## src/rtl/axi_mem_tester_if.sv

```systemverilog
// rtl/axi_mem_tester_if.sv - AXI4 channel bundle between the memory tester and an xbar slave port
//
// Purpose: groups the AW/W/B/AR/R channels that the tester drives and observes.
// Ports (modport master = tester side, slave = responder side):
//   AW: aw_addr/id/len/size/burst/lock/cache/prot/qos/region/atop/user, aw_valid -> ; <- aw_ready
//   W : w_data/strb/last/user, w_valid ->              ; <- w_ready
//   B : <- b_resp, b_valid                             ; b_ready ->
//   AR: ar_addr/id/len/size/burst/lock/cache/prot/qos/region/user, ar_valid -> ; <- ar_ready
//   R : <- r_data, r_resp, r_last, r_valid             ; r_ready ->
interface axi_mem_tester_if #(
    parameter int ADDR_WIDTH = 64,
    parameter int DATA_WIDTH = 64
);
    logic [ADDR_WIDTH-1:0]   aw_addr;
    logic [3:0]              aw_id;
    logic [7:0]              aw_len;
    logic [2:0]              aw_size;
    logic [1:0]              aw_burst;
    logic                    aw_lock;
    logic [3:0]              aw_cache;
    logic [2:0]              aw_prot;
    logic [3:0]              aw_qos;
    logic [3:0]              aw_region;
    logic [5:0]              aw_atop;
    logic                    aw_user;
    logic                    aw_valid;
    logic                    aw_ready;

    logic [DATA_WIDTH-1:0]   w_data;
    logic [DATA_WIDTH/8-1:0] w_strb;
    logic                    w_last;
    logic                    w_user;
    logic                    w_valid;
    logic                    w_ready;

    logic [1:0]              b_resp;
    logic                    b_valid;
    logic                    b_ready;

    logic [ADDR_WIDTH-1:0]   ar_addr;
    logic [3:0]              ar_id;
    logic [7:0]              ar_len;
    logic [2:0]              ar_size;
    logic [1:0]              ar_burst;
    logic                    ar_lock;
    logic [3:0]              ar_cache;
    logic [2:0]              ar_prot;
    logic [3:0]              ar_qos;
    logic [3:0]              ar_region;
    logic                    ar_user;
    logic                    ar_valid;
    logic                    ar_ready;

    logic [DATA_WIDTH-1:0]   r_data;
    logic [1:0]              r_resp;
    logic                    r_last;
    logic                    r_valid;
    logic                    r_ready;

    modport master (
        output aw_addr, aw_id, aw_len, aw_size, aw_burst, aw_lock, aw_cache, aw_prot,
               aw_qos, aw_region, aw_atop, aw_user, aw_valid,
        input  aw_ready,
        output w_data, w_strb, w_last, w_user, w_valid,
        input  w_ready,
        input  b_resp, b_valid,
        output b_ready,
        output ar_addr, ar_id, ar_len, ar_size, ar_burst, ar_lock, ar_cache, ar_prot,
               ar_qos, ar_region, ar_user, ar_valid,
        input  ar_ready,
        input  r_data, r_resp, r_last, r_valid,
        output r_ready
    );

    modport slave (
        input  aw_addr, aw_id, aw_len, aw_size, aw_burst, aw_lock, aw_cache, aw_prot,
               aw_qos, aw_region, aw_atop, aw_user, aw_valid,
        output aw_ready,
        input  w_data, w_strb, w_last, w_user, w_valid,
        output w_ready,
        output b_resp, b_valid,
        input  b_ready,
        input  ar_addr, ar_id, ar_len, ar_size, ar_burst, ar_lock, ar_cache, ar_prot,
               ar_qos, ar_region, ar_user, ar_valid,
        output ar_ready,
        output r_data, r_resp, r_last, r_valid,
        input  r_ready
    );
endinterface

```

## src/rtl/axi_mem_tester.sv

```systemverilog
// rtl/axi_mem_tester.sv - AXI4 manager that writes an incrementing pattern over a region and reads it back
//
// Purpose: memory / xbar bring-up without a core. Writes num_bursts INCR bursts of
//   seed+global_beat, then reads the same region and counts mismatching beats.
// Optional feature macro: AXI_MEM_TESTER_TIMEOUT_EN (progress watchdog, TIMEOUT_CYCLES).
// Ports:
//   clk_i, arst_ni      clock, asynchronous active-low reset
//   start_i             start pulse, honoured only in IDLE/DONE
//   base_addr_i         region base (burst-size aligned), latched on start
//   num_bursts_i[15:0]  bursts to write then read (0 = empty test), latched on start
//   seed_i              pattern seed, latched on start
//   axi_m               AXI4 manager channels (axi_mem_tester_if.master)
//   busy_o              test running
//   done_o              test finished (level until next accepted start)
//   pass_o              valid with done_o: no errors and no timeout
//   err_count_o[15:0]   saturating error count
//   timeout_o           watchdog fired (0 without the macro)
module axi_mem_tester #(
    parameter int ADDR_WIDTH     = 64,
    parameter int DATA_WIDTH     = 64,
    parameter int BURST_LEN      = 8,
    parameter int TIMEOUT_CYCLES = 1024
) (
    input  logic                    clk_i,
    input  logic                    arst_ni,
    input  logic                    start_i,
    input  logic [ADDR_WIDTH-1:0]   base_addr_i,
    input  logic [15:0]             num_bursts_i,
    input  logic [DATA_WIDTH-1:0]   seed_i,
    axi_mem_tester_if.master        axi_m,
    output logic                    busy_o,
    output logic                    done_o,
    output logic                    pass_o,
    output logic [15:0]             err_count_o,
    output logic                    timeout_o
);
    localparam int         STRB_WIDTH  = DATA_WIDTH / 8;
    localparam int         BURST_BYTES = BURST_LEN * STRB_WIDTH;
    localparam logic [7:0] LAST_BEAT   = 8'(BURST_LEN - 1);
    localparam logic [2:0] AXI_SIZE    = 3'($clog2(STRB_WIDTH));
    localparam logic [1:0] AXI_INCR    = 2'b01;

    typedef enum logic [2:0] {S_IDLE, S_AW, S_W, S_B, S_AR, S_R, S_DONE} state_e;

    state_e                state_q, state_d;
    logic [ADDR_WIDTH-1:0] base_q, base_d;
    logic [DATA_WIDTH-1:0] seed_q, seed_d;
    logic [15:0]           nbursts_q, nbursts_d;
    logic [15:0]           burst_q, burst_d;
    logic [7:0]            beat_q, beat_d;
    logic [23:0]           gbeat_q, gbeat_d;   // beat index across the whole pass
    logic [15:0]           err_q, err_d;
    logic                  timeout_q, timeout_d;

    logic [ADDR_WIDTH-1:0] burst_addr;
    logic [DATA_WIDTH-1:0] exp_data;
    logic [15:0]           err_inc;
    logic                  last_beat, last_burst, r_bad, tmo_fire;
    logic                  aw_hs, w_hs, b_hs, ar_hs, r_hs;

    assign burst_addr = base_q + ADDR_WIDTH'(burst_q) * ADDR_WIDTH'(BURST_BYTES);
    assign exp_data   = seed_q + DATA_WIDTH'(gbeat_q);
    assign last_beat  = (beat_q == LAST_BEAT);
    assign last_burst = ((burst_q + 16'd1) == nbursts_q);
    assign err_inc    = (err_q == 16'hFFFF) ? err_q : err_q + 16'd1;

    // Valids and readies decode the registered state only, so they never
    // depend combinationally on the responder's handshake inputs.
    assign axi_m.aw_valid  = (state_q == S_AW);
    assign axi_m.aw_addr   = burst_addr;
    assign axi_m.aw_id     = '0;
    assign axi_m.aw_len    = LAST_BEAT;
    assign axi_m.aw_size   = AXI_SIZE;
    assign axi_m.aw_burst  = AXI_INCR;
    assign axi_m.aw_lock   = 1'b0;
    assign axi_m.aw_cache  = '0;
    assign axi_m.aw_prot   = '0;
    assign axi_m.aw_qos    = '0;
    assign axi_m.aw_region = '0;
    assign axi_m.aw_atop   = '0;
    assign axi_m.aw_user   = 1'b0;

    assign axi_m.w_valid   = (state_q == S_W);
    assign axi_m.w_data    = exp_data;
    assign axi_m.w_strb    = '1;
    assign axi_m.w_last    = (state_q == S_W) && last_beat;
    assign axi_m.w_user    = 1'b0;

    assign axi_m.b_ready   = (state_q == S_B);

    assign axi_m.ar_valid  = (state_q == S_AR);
    assign axi_m.ar_addr   = burst_addr;
    assign axi_m.ar_id     = '0;
    assign axi_m.ar_len    = LAST_BEAT;
    assign axi_m.ar_size   = AXI_SIZE;
    assign axi_m.ar_burst  = AXI_INCR;
    assign axi_m.ar_lock   = 1'b0;
    assign axi_m.ar_cache  = '0;
    assign axi_m.ar_prot   = '0;
    assign axi_m.ar_qos    = '0;
    assign axi_m.ar_region = '0;
    assign axi_m.ar_user   = 1'b0;

    assign axi_m.r_ready   = (state_q == S_R);

    assign aw_hs = axi_m.aw_valid && axi_m.aw_ready;
    assign w_hs  = axi_m.w_valid  && axi_m.w_ready;
    assign b_hs  = axi_m.b_valid  && axi_m.b_ready;
    assign ar_hs = axi_m.ar_valid && axi_m.ar_ready;
    assign r_hs  = axi_m.r_valid  && axi_m.r_ready;

    // A read beat counts as at most one error however many fields are wrong.
    assign r_bad = (axi_m.r_resp != 2'b00) || (axi_m.r_data != exp_data) ||
                   (axi_m.r_last != last_beat);

    assign busy_o      = (state_q != S_IDLE) && (state_q != S_DONE);
    assign done_o      = (state_q == S_DONE);
    assign pass_o      = done_o && (err_q == 16'd0) && !timeout_q;
    assign err_count_o = err_q;

`ifdef AXI_MEM_TESTER_TIMEOUT_EN
    // Counts cycles without any handshake; any handshake (hence any state
    // change) restarts it. Fires on the last idle cycle so the FSM spends
    // exactly TIMEOUT_CYCLES cycles stuck before landing in DONE.
    logic [15:0] tmo_cnt_q, tmo_cnt_d;
    logic        progress;

    assign progress = aw_hs || w_hs || b_hs || ar_hs || r_hs;
    assign tmo_fire = busy_o && !progress && (tmo_cnt_q == 16'(TIMEOUT_CYCLES - 1));

    always_comb begin
        tmo_cnt_d = '0;
        if (busy_o && !progress) begin
            tmo_cnt_d = tmo_cnt_q + 16'd1;
        end
    end

    always_ff @(posedge clk_i or negedge arst_ni) begin
        if (!arst_ni) begin
            tmo_cnt_q <= '0;
        end else begin
            tmo_cnt_q <= tmo_cnt_d;
        end
    end

    assign timeout_o = timeout_q;
`else
    assign tmo_fire  = 1'b0;
    assign timeout_o = 1'b0;
`endif

    always_comb begin
        state_d   = state_q;
        base_d    = base_q;
        seed_d    = seed_q;
        nbursts_d = nbursts_q;
        burst_d   = burst_q;
        beat_d    = beat_q;
        gbeat_d   = gbeat_q;
        err_d     = err_q;
        timeout_d = timeout_q;

        unique case (state_q)
            S_IDLE, S_DONE: begin
                if (start_i) begin
                    base_d    = base_addr_i;
                    seed_d    = seed_i;
                    nbursts_d = num_bursts_i;
                    burst_d   = '0;
                    beat_d    = '0;
                    gbeat_d   = '0;
                    err_d     = '0;
                    timeout_d = 1'b0;
                    state_d   = (num_bursts_i == 16'd0) ? S_DONE : S_AW;
                end
            end
            S_AW: begin
                if (aw_hs) begin
                    state_d = S_W;
                end
            end
            S_W: begin
                if (w_hs) begin
                    beat_d  = beat_q + 8'd1;
                    gbeat_d = gbeat_q + 24'd1;
                    if (last_beat) begin
                        beat_d  = '0;
                        state_d = S_B;
                    end
                end
            end
            S_B: begin
                if (b_hs) begin
                    if (axi_m.b_resp != 2'b00) begin
                        err_d = err_inc;
                    end
                    if (last_burst) begin
                        // Write pass complete: rewind to replay the same
                        // addresses and pattern for the read pass.
                        burst_d = '0;
                        beat_d  = '0;
                        gbeat_d = '0;
                        state_d = S_AR;
                    end else begin
                        burst_d = burst_q + 16'd1;
                        state_d = S_AW;
                    end
                end
            end
            S_AR: begin
                if (ar_hs) begin
                    state_d = S_R;
                end
            end
            S_R: begin
                if (r_hs) begin
                    if (r_bad) begin
                        err_d = err_inc;
                    end
                    beat_d  = beat_q + 8'd1;
                    gbeat_d = gbeat_q + 24'd1;
                    if (last_beat) begin
                        beat_d = '0;
                        if (last_burst) begin
                            state_d = S_DONE;
                        end else begin
                            burst_d = burst_q + 16'd1;
                            state_d = S_AR;
                        end
                    end
                end
            end
            default: state_d = S_IDLE;
        endcase

        if (tmo_fire) begin
            timeout_d = 1'b1;
            state_d   = S_DONE;
        end
    end

    always_ff @(posedge clk_i or negedge arst_ni) begin
        if (!arst_ni) begin
            state_q   <= S_IDLE;
            base_q    <= '0;
            seed_q    <= '0;
            nbursts_q <= '0;
            burst_q   <= '0;
            beat_q    <= '0;
            gbeat_q   <= '0;
            err_q     <= '0;
            timeout_q <= 1'b0;
        end else begin
            state_q   <= state_d;
            base_q    <= base_d;
            seed_q    <= seed_d;
            nbursts_q <= nbursts_d;
            burst_q   <= burst_d;
            beat_q    <= beat_d;
            gbeat_q   <= gbeat_d;
            err_q     <= err_d;
            timeout_q <= timeout_d;
        end
    end
endmodule

```

## src/flat_wrapper.sv

```systemverilog
// flat-port wrapper written by rule: the top's interface ports become plain ports
module axi_mem_tester_flat 
#(
    parameter int ADDR_WIDTH     = 64,
    parameter int DATA_WIDTH     = 64,
    parameter int BURST_LEN      = 8,
    parameter int TIMEOUT_CYCLES = 1024
)
  (clk_i, arst_ni, start_i, base_addr_i, num_bursts_i, seed_i, busy_o, done_o, pass_o, err_count_o, timeout_o, axi_m_aw_addr, axi_m_aw_id, axi_m_aw_len, axi_m_aw_size, axi_m_aw_burst, axi_m_aw_lock, axi_m_aw_cache, axi_m_aw_prot, axi_m_aw_qos, axi_m_aw_region, axi_m_aw_atop, axi_m_aw_user, axi_m_aw_valid, axi_m_aw_ready, axi_m_w_data, axi_m_w_strb, axi_m_w_last, axi_m_w_user, axi_m_w_valid, axi_m_w_ready, axi_m_b_resp, axi_m_b_valid, axi_m_b_ready, axi_m_ar_addr, axi_m_ar_id, axi_m_ar_len, axi_m_ar_size, axi_m_ar_burst, axi_m_ar_lock, axi_m_ar_cache, axi_m_ar_prot, axi_m_ar_qos, axi_m_ar_region, axi_m_ar_user, axi_m_ar_valid, axi_m_ar_ready, axi_m_r_data, axi_m_r_resp, axi_m_r_last, axi_m_r_valid, axi_m_r_ready);
  axi_mem_tester_if #(.ADDR_WIDTH(ADDR_WIDTH), .DATA_WIDTH(DATA_WIDTH)) axi_m_i ();
  input  logic clk_i;
  input  logic arst_ni;
  input  logic start_i;
  input  logic [ADDR_WIDTH-1:0] base_addr_i;
  input  logic [15:0] num_bursts_i;
  input  logic [DATA_WIDTH-1:0] seed_i;
  output logic busy_o;
  output logic done_o;
  output logic pass_o;
  output logic [15:0] err_count_o;
  output logic timeout_o;
  output wire logic [$bits(axi_m_i.aw_addr)-1:0] axi_m_aw_addr;
  output wire logic [$bits(axi_m_i.aw_id)-1:0] axi_m_aw_id;
  output wire logic [$bits(axi_m_i.aw_len)-1:0] axi_m_aw_len;
  output wire logic [$bits(axi_m_i.aw_size)-1:0] axi_m_aw_size;
  output wire logic [$bits(axi_m_i.aw_burst)-1:0] axi_m_aw_burst;
  output wire logic [$bits(axi_m_i.aw_lock)-1:0] axi_m_aw_lock;
  output wire logic [$bits(axi_m_i.aw_cache)-1:0] axi_m_aw_cache;
  output wire logic [$bits(axi_m_i.aw_prot)-1:0] axi_m_aw_prot;
  output wire logic [$bits(axi_m_i.aw_qos)-1:0] axi_m_aw_qos;
  output wire logic [$bits(axi_m_i.aw_region)-1:0] axi_m_aw_region;
  output wire logic [$bits(axi_m_i.aw_atop)-1:0] axi_m_aw_atop;
  output wire logic [$bits(axi_m_i.aw_user)-1:0] axi_m_aw_user;
  output wire logic [$bits(axi_m_i.aw_valid)-1:0] axi_m_aw_valid;
  input wire logic [$bits(axi_m_i.aw_ready)-1:0] axi_m_aw_ready;
  output wire logic [$bits(axi_m_i.w_data)-1:0] axi_m_w_data;
  output wire logic [$bits(axi_m_i.w_strb)-1:0] axi_m_w_strb;
  output wire logic [$bits(axi_m_i.w_last)-1:0] axi_m_w_last;
  output wire logic [$bits(axi_m_i.w_user)-1:0] axi_m_w_user;
  output wire logic [$bits(axi_m_i.w_valid)-1:0] axi_m_w_valid;
  input wire logic [$bits(axi_m_i.w_ready)-1:0] axi_m_w_ready;
  input wire logic [$bits(axi_m_i.b_resp)-1:0] axi_m_b_resp;
  input wire logic [$bits(axi_m_i.b_valid)-1:0] axi_m_b_valid;
  output wire logic [$bits(axi_m_i.b_ready)-1:0] axi_m_b_ready;
  output wire logic [$bits(axi_m_i.ar_addr)-1:0] axi_m_ar_addr;
  output wire logic [$bits(axi_m_i.ar_id)-1:0] axi_m_ar_id;
  output wire logic [$bits(axi_m_i.ar_len)-1:0] axi_m_ar_len;
  output wire logic [$bits(axi_m_i.ar_size)-1:0] axi_m_ar_size;
  output wire logic [$bits(axi_m_i.ar_burst)-1:0] axi_m_ar_burst;
  output wire logic [$bits(axi_m_i.ar_lock)-1:0] axi_m_ar_lock;
  output wire logic [$bits(axi_m_i.ar_cache)-1:0] axi_m_ar_cache;
  output wire logic [$bits(axi_m_i.ar_prot)-1:0] axi_m_ar_prot;
  output wire logic [$bits(axi_m_i.ar_qos)-1:0] axi_m_ar_qos;
  output wire logic [$bits(axi_m_i.ar_region)-1:0] axi_m_ar_region;
  output wire logic [$bits(axi_m_i.ar_user)-1:0] axi_m_ar_user;
  output wire logic [$bits(axi_m_i.ar_valid)-1:0] axi_m_ar_valid;
  input wire logic [$bits(axi_m_i.ar_ready)-1:0] axi_m_ar_ready;
  input wire logic [$bits(axi_m_i.r_data)-1:0] axi_m_r_data;
  input wire logic [$bits(axi_m_i.r_resp)-1:0] axi_m_r_resp;
  input wire logic [$bits(axi_m_i.r_last)-1:0] axi_m_r_last;
  input wire logic [$bits(axi_m_i.r_valid)-1:0] axi_m_r_valid;
  output wire logic [$bits(axi_m_i.r_ready)-1:0] axi_m_r_ready;
  assign axi_m_aw_addr = axi_m_i.aw_addr;
  assign axi_m_aw_id = axi_m_i.aw_id;
  assign axi_m_aw_len = axi_m_i.aw_len;
  assign axi_m_aw_size = axi_m_i.aw_size;
  assign axi_m_aw_burst = axi_m_i.aw_burst;
  assign axi_m_aw_lock = axi_m_i.aw_lock;
  assign axi_m_aw_cache = axi_m_i.aw_cache;
  assign axi_m_aw_prot = axi_m_i.aw_prot;
  assign axi_m_aw_qos = axi_m_i.aw_qos;
  assign axi_m_aw_region = axi_m_i.aw_region;
  assign axi_m_aw_atop = axi_m_i.aw_atop;
  assign axi_m_aw_user = axi_m_i.aw_user;
  assign axi_m_aw_valid = axi_m_i.aw_valid;
  assign axi_m_i.aw_ready = axi_m_aw_ready;
  assign axi_m_w_data = axi_m_i.w_data;
  assign axi_m_w_strb = axi_m_i.w_strb;
  assign axi_m_w_last = axi_m_i.w_last;
  assign axi_m_w_user = axi_m_i.w_user;
  assign axi_m_w_valid = axi_m_i.w_valid;
  assign axi_m_i.w_ready = axi_m_w_ready;
  assign axi_m_i.b_resp = axi_m_b_resp;
  assign axi_m_i.b_valid = axi_m_b_valid;
  assign axi_m_b_ready = axi_m_i.b_ready;
  assign axi_m_ar_addr = axi_m_i.ar_addr;
  assign axi_m_ar_id = axi_m_i.ar_id;
  assign axi_m_ar_len = axi_m_i.ar_len;
  assign axi_m_ar_size = axi_m_i.ar_size;
  assign axi_m_ar_burst = axi_m_i.ar_burst;
  assign axi_m_ar_lock = axi_m_i.ar_lock;
  assign axi_m_ar_cache = axi_m_i.ar_cache;
  assign axi_m_ar_prot = axi_m_i.ar_prot;
  assign axi_m_ar_qos = axi_m_i.ar_qos;
  assign axi_m_ar_region = axi_m_i.ar_region;
  assign axi_m_ar_user = axi_m_i.ar_user;
  assign axi_m_ar_valid = axi_m_i.ar_valid;
  assign axi_m_i.ar_ready = axi_m_ar_ready;
  assign axi_m_i.r_data = axi_m_r_data;
  assign axi_m_i.r_resp = axi_m_r_resp;
  assign axi_m_i.r_last = axi_m_r_last;
  assign axi_m_i.r_valid = axi_m_r_valid;
  assign axi_m_r_ready = axi_m_i.r_ready;
  axi_mem_tester #(.ADDR_WIDTH(ADDR_WIDTH), .DATA_WIDTH(DATA_WIDTH), .BURST_LEN(BURST_LEN), .TIMEOUT_CYCLES(TIMEOUT_CYCLES)) u_core (.clk_i(clk_i), .arst_ni(arst_ni), .start_i(start_i), .base_addr_i(base_addr_i), .num_bursts_i(num_bursts_i), .seed_i(seed_i), .axi_m(axi_m_i), .busy_o(busy_o), .done_o(done_o), .pass_o(pass_o), .err_count_o(err_count_o), .timeout_o(timeout_o));
endmodule
```

## config.mk

```make
export PLATFORM = sky130hd
export DESIGN_NAME = axi_mem_tester_flat
export DESIGN_NICKNAME = d
export VERILOG_FILES = /design/src/rtl/axi_mem_tester_if.sv /design/src/rtl/axi_mem_tester.sv /design/src/flat_wrapper.sv
export SDC_FILE = /design/constraint.sdc
export NUM_CORES = 1
export LEC_CHECK = 0
export ABC_AREA = 0
export CELL_PAD_IN_SITES_DETAIL_PLACEMENT = 1
export CELL_PAD_IN_SITES_GLOBAL_PLACEMENT = 2
export CORE_ASPECT_RATIO = 0.8
export CORE_MARGIN = 2
export CORE_UTILIZATION = 25
export DETAILED_ROUTE_END_ITERATION = 8
export GPL_TIMING_DRIVEN = 0
export PLACE_DENSITY = 0.74
export SETUP_SLACK_MARGIN = 0.02
export SKIP_CTS_REPAIR_TIMING = 1
export SYNTH_ARGS = -nofsm -noshare
export SYNTH_HDL_FRONTEND = slang
export SYNTH_SLANG_ARGS = --single-unit
export TNS_END_PERCENT = 20
```

## constraint.sdc

```tcl
create_clock -name clk_i -period 4.05 [get_ports clk_i]
set_input_delay 0.405 -clock clk_i [delete_from_list [all_inputs] [get_ports clk_i]]
set_output_delay 0.405 -clock clk_i [all_outputs]
set_load 0.02 [all_outputs]
```

==> summary.md <==
| Metric | Value |
|---|---|
| Outcome | finished, violations left |
| Failing checks | setup timing |
| Seq/Total Area, Yosys | 0.317 |
| Synthesized instance count | 1877 |
| Final setup fails | 218 |
| DRC | 0 |
| WL per Instance | 23.2 um |
| Area of the mapped netlist | roughly 17000 um2 |
| Placement Cell Area | 22500 um2 |
| Clock skew | approximately 0.019 ns |
| Die Ht | roughly 230 um |
| Combinational cell fraction of total power | 0.623 |
| CP Cell Sequence | ha_2 > inv_2 > fa_2 > nor2b_1 > o21a_2 > nand4_1 > buf_4 > a211o_2 > nand2_1 > o2111ai_1 > a2111oi_0 > o211ai_1 > nor3_1 > nand4_1 > o31ai_4 > buf_4 > or2b_4 > buf_8 > o21ai_2 |
| Iter 0 DRT Violations | 940 |
| IO Pins | around 520 |
| CTS buffer count | 27 |
| Register clock-pin slew on the reported worst setup and hold paths | approximately 0.060 ns |
| Core Area | 65800 um2 |
| RSZ-0062 raised after global routing | true |
| Worst setup endpoint | u_core.err_count_o[7]$_DFFE_PN0P_ |
| Largest net degree at the start of global routing | 110 |
| Final Hold Slack | between 0.3 and 0.4 ns |
| Number of synthesized flops with an enable pin | 0 |
| Asr flop ratio synth | 1.00 |
| Antenna-violating nets left | 0 |
| Share of layout cells above drive strength 1 | 0.267 |
| DP HPWL | 62300 um |
| Synthesis Warnings | 0 |
| Place WS | -1.52 ns |
| Pint | 0.00921 W |
| Final worst path period need | around 5.0 ns |
| GR Util All Layers | 0.216 |
| Routed via count | between 15k and 20k |
| Max Cap Viol | 0 |
| Commonest cells after routing, fill and taps aside | 360 x clkdlybuf4s50_1, 214 x buf_4, 203 x dfrtp_1 |
| Clock Latency Late Sink | 0.59 ns |
| R2R Path End | u_core.err_count_o[7]$_DFFE_PN0P_ |
| First-pass GRT wire length | around 110000 um |
| Final worst-path setup slack | -0.913 ns |
| Worst path arrival time | 5.42 ns |
| Max VDD drop | about 420 uV |
| Commonest non-fill, non-tap cell in the layout | clkdlybuf4s50_1 |
| NumNets Final | 2743 |
| Avg Inst Size Synth | 8.87 um2 |
| Reg power frac | 0.230 |
| Hold path depth | 3 |
| P&R area growth vs syn | 48.9% |
| CTS tree | yes |
| H-tree depth | 1 |
| Die W | 293 um |
| Fmax | 202 MHz |
| R2r startpoint | u_core.seed_q[0]$_DFFE_PN0P_ |
| WP data required | 4.51 ns |
| R2R setup slack | -0.91 ns |
| Final Wtd Congestion | 0.917 |
| CP bufs+invs | 4 |
| CP max stage delay | 0.49 ns |
| Max stage delay cell, worst path | a2111oi_0 |
| Worst slew margin | 0.137 |
| Pre-Repair DR Iteration Count | 5 |
| Setup Crit Path Kind | flip-flop to flip-flop |
| Sw Ratio | 0.466 |
| PortBufs | about 440 |
| Delay-heaviest family, CP | compound AO/OA/AOI/OAI gates |
| Critical Path Fanout Max | 10 |
| Cell count of the worst reg-to-reg path | 19 |
| Vias per inst | between 5 and 6 |
| Global route overflow | 0 |
| Clock group share of total power | 0.147 |
| Vias in the first global route | 17.3k |
| Fillers | 7634 |
| Clock Path Buffers | 3 |
| Starting density of the core | 0.253 |
| Cell Count, Final, Fillers Out | 3355 |
| PD cells | 696 nW/um2 |
| FP Rows | 84 |
| Clock sink count | 211 |
| Final instance area | 24800 um2 |
| Total routed wirelength | 78000 um |
| Initial antenna violation count | 9 |
| CP Launch Type | flip-flop |
| Fin. Hold Viols | 0 |
| Die Area | roughly 70000 um2 |
| Clk root buf | clkbuf_16 |
| Crit share post-route | 1.23 |
| Min-Delay Path Class | primary input to flip-flop |
| Pins Over Slew Limit | 0 |
| Top_reg_cell synth | dfrtp_1 |
| DP Cell Count | 3257 |
| CP Depth | 19 |
| Netlist cell types | 86 |
| Crit path from | u_core.seed_q[0]$_DFFE_PN0P_ |
| Crit end category | flip-flop |
| Actual slew at the worst max-slew pin | roughly 1.3 ns |
| NetSw | slightly above 0.008 W |
| P_leak | 10.4 nW |
| Synth Register Bits | 211 |
kinds of logic after synthesis:
group / count (synthesis) / share of synthesized area
AND/OR/NAND/NOR: 641 / 0.199
AO/OA/AOI/OAI: 369 / 0.145
buffers and inverters: 267 / 0.0978
flip-flops: 211 / 0.317
XOR/XNOR: 196 / 0.107
multiplexers: 142 / 0.0955
adder cells (fa/ha/maj): 49 / 0.0377
other: 2 / 0.000451
worst min path at each step:
| stage | startpoint | slack [ns] | endpoint |
|---|---|---|---|
| detailed placement | u_core.base_q[11]$_DFFE_PN0P_ | 0.50 | u_core.base_q[11]$_DFFE_PN0P_ |
| floorplan | arst_ni | 0.11 | u_core.base_q[0]$_DFFE_PN0P_ |
| global route | base_addr_i[60] | 0.37 | u_core.base_q[60]$_DFFE_PN0P_ |
| CTS | arst_ni | -0.13 | u_core.base_q[0]$_DFFE_PN0P_ |
| finish | seed_i[58] | 0.38 | u_core.seed_q[58]$_DFFE_PN0P_ |
| global placement | u_core.beat_q[1]$_DFFE_PN0P_ | 0.48 | u_core.beat_q[1]$_DFFE_PN0P_ |
stage by stage:
step           total power [W]   TNS, ns  utilization
2_1_floorplan          0.00962    -0.683            -
3_5_place_dp            0.0142   -145.86        0.342
6_report                0.0172    -74.90        0.377
4_1_cts                 0.0169   -235.51        0.356
5_1_grt                 0.0183   -128.16        0.377
3_3_place_gp            0.0141  -1680.62        0.342
layer usage:
metal / part of all wire / vias up / global-route usage
li1: - / 7730 / -
met1: 0.46 / 8507 / 0.305
met2: 0.46 / 465 / 0.345
met3: 0.061 / 65 / 0.0418
met4: 0.014 / 10 / 0.0359
met5: 0.00073 / - / 0
Yosys cell counts, types with 5 or more instances:
cell,instances,share of area
o221ai_1,5,0.0026
o21a_1,11,0.0050
o31ai_1,17,0.0077
mux2_2,135,0.091
nor3_1,50,0.015
o211ai_1,13,0.0059
xnor2_1,116,0.061
buf_2,17,0.0051
a31oi_1,18,0.0068
and4_1,20,0.011
a2111oi_0,6,0.0032
and3_1,42,0.016
inv_1,39,0.0088
dfrtp_1,211,0.32
a21o_1,13,0.0059
nor4_1,26,0.0098
xor2_1,75,0.039
o21ai_2,10,0.0053
buf_4,158,0.071
o2111ai_1,9,0.0047
ha_1,47,0.035
nor3b_1,9,0.0041
o21ai_1,8,0.0024
nand2_1,136,0.031
nand3_1,68,0.020
nor2b_1,20,0.0075
clkbuf_1,48,0.011
o22ai_1,6,0.0023
and2_1,12,0.0045
o21ai_0,132,0.040
nor4b_1,5,0.0026
a21oi_1,58,0.017
a211oi_1,14,0.0063
or3_1,5,0.0019
nand4_1,66,0.025
nor2_1,130,0.029
mux2i_1,7,0.0042
nand2b_1,31,0.012
state kept, by name, indices dropped and copies added, names as in the netlist:
register,cells
u_core.base_q,64
u_core.beat_q,8
u_core.burst_q,16
u_core.err_count_o,16
u_core.gbeat_q,24
u_core.nbursts_q,16
u_core.seed_q,64
u_core.state_q,3
tightest hold or removal path: stages:
cell and delay (ns):
clkdlybuf4s50_1 0.39, nand2_1 0.05, o21ai_0 0.06
final cells by class:
type	instances	area, um2	share of cell area
antenna	2	5.00	0.000202
inverter	39	146	0.00590
tap	860	1080	0.0434
clock buffer	41	818	0.0330
timing repair buffer	488	4720	0.191
multi-input combinational	1482	11100	0.449
buffer	224	1520	0.0612
sequential	211	5290	0.213
clock inverter	8	90.1	0.00363
power groups by stage:
stage,combinational (W),clock [W],sequential (W)
floorplan,0.00617,0,0.00345
CTS,0.0105,0.00261,0.00378
global route,0.0115,0.00271,0.00407
global placement,0.0103,0,0.00378
finish,0.0107,0.00254,0.00396
detailed placement,0.0104,0,0.00381
(Power assumes the default switching activity.)
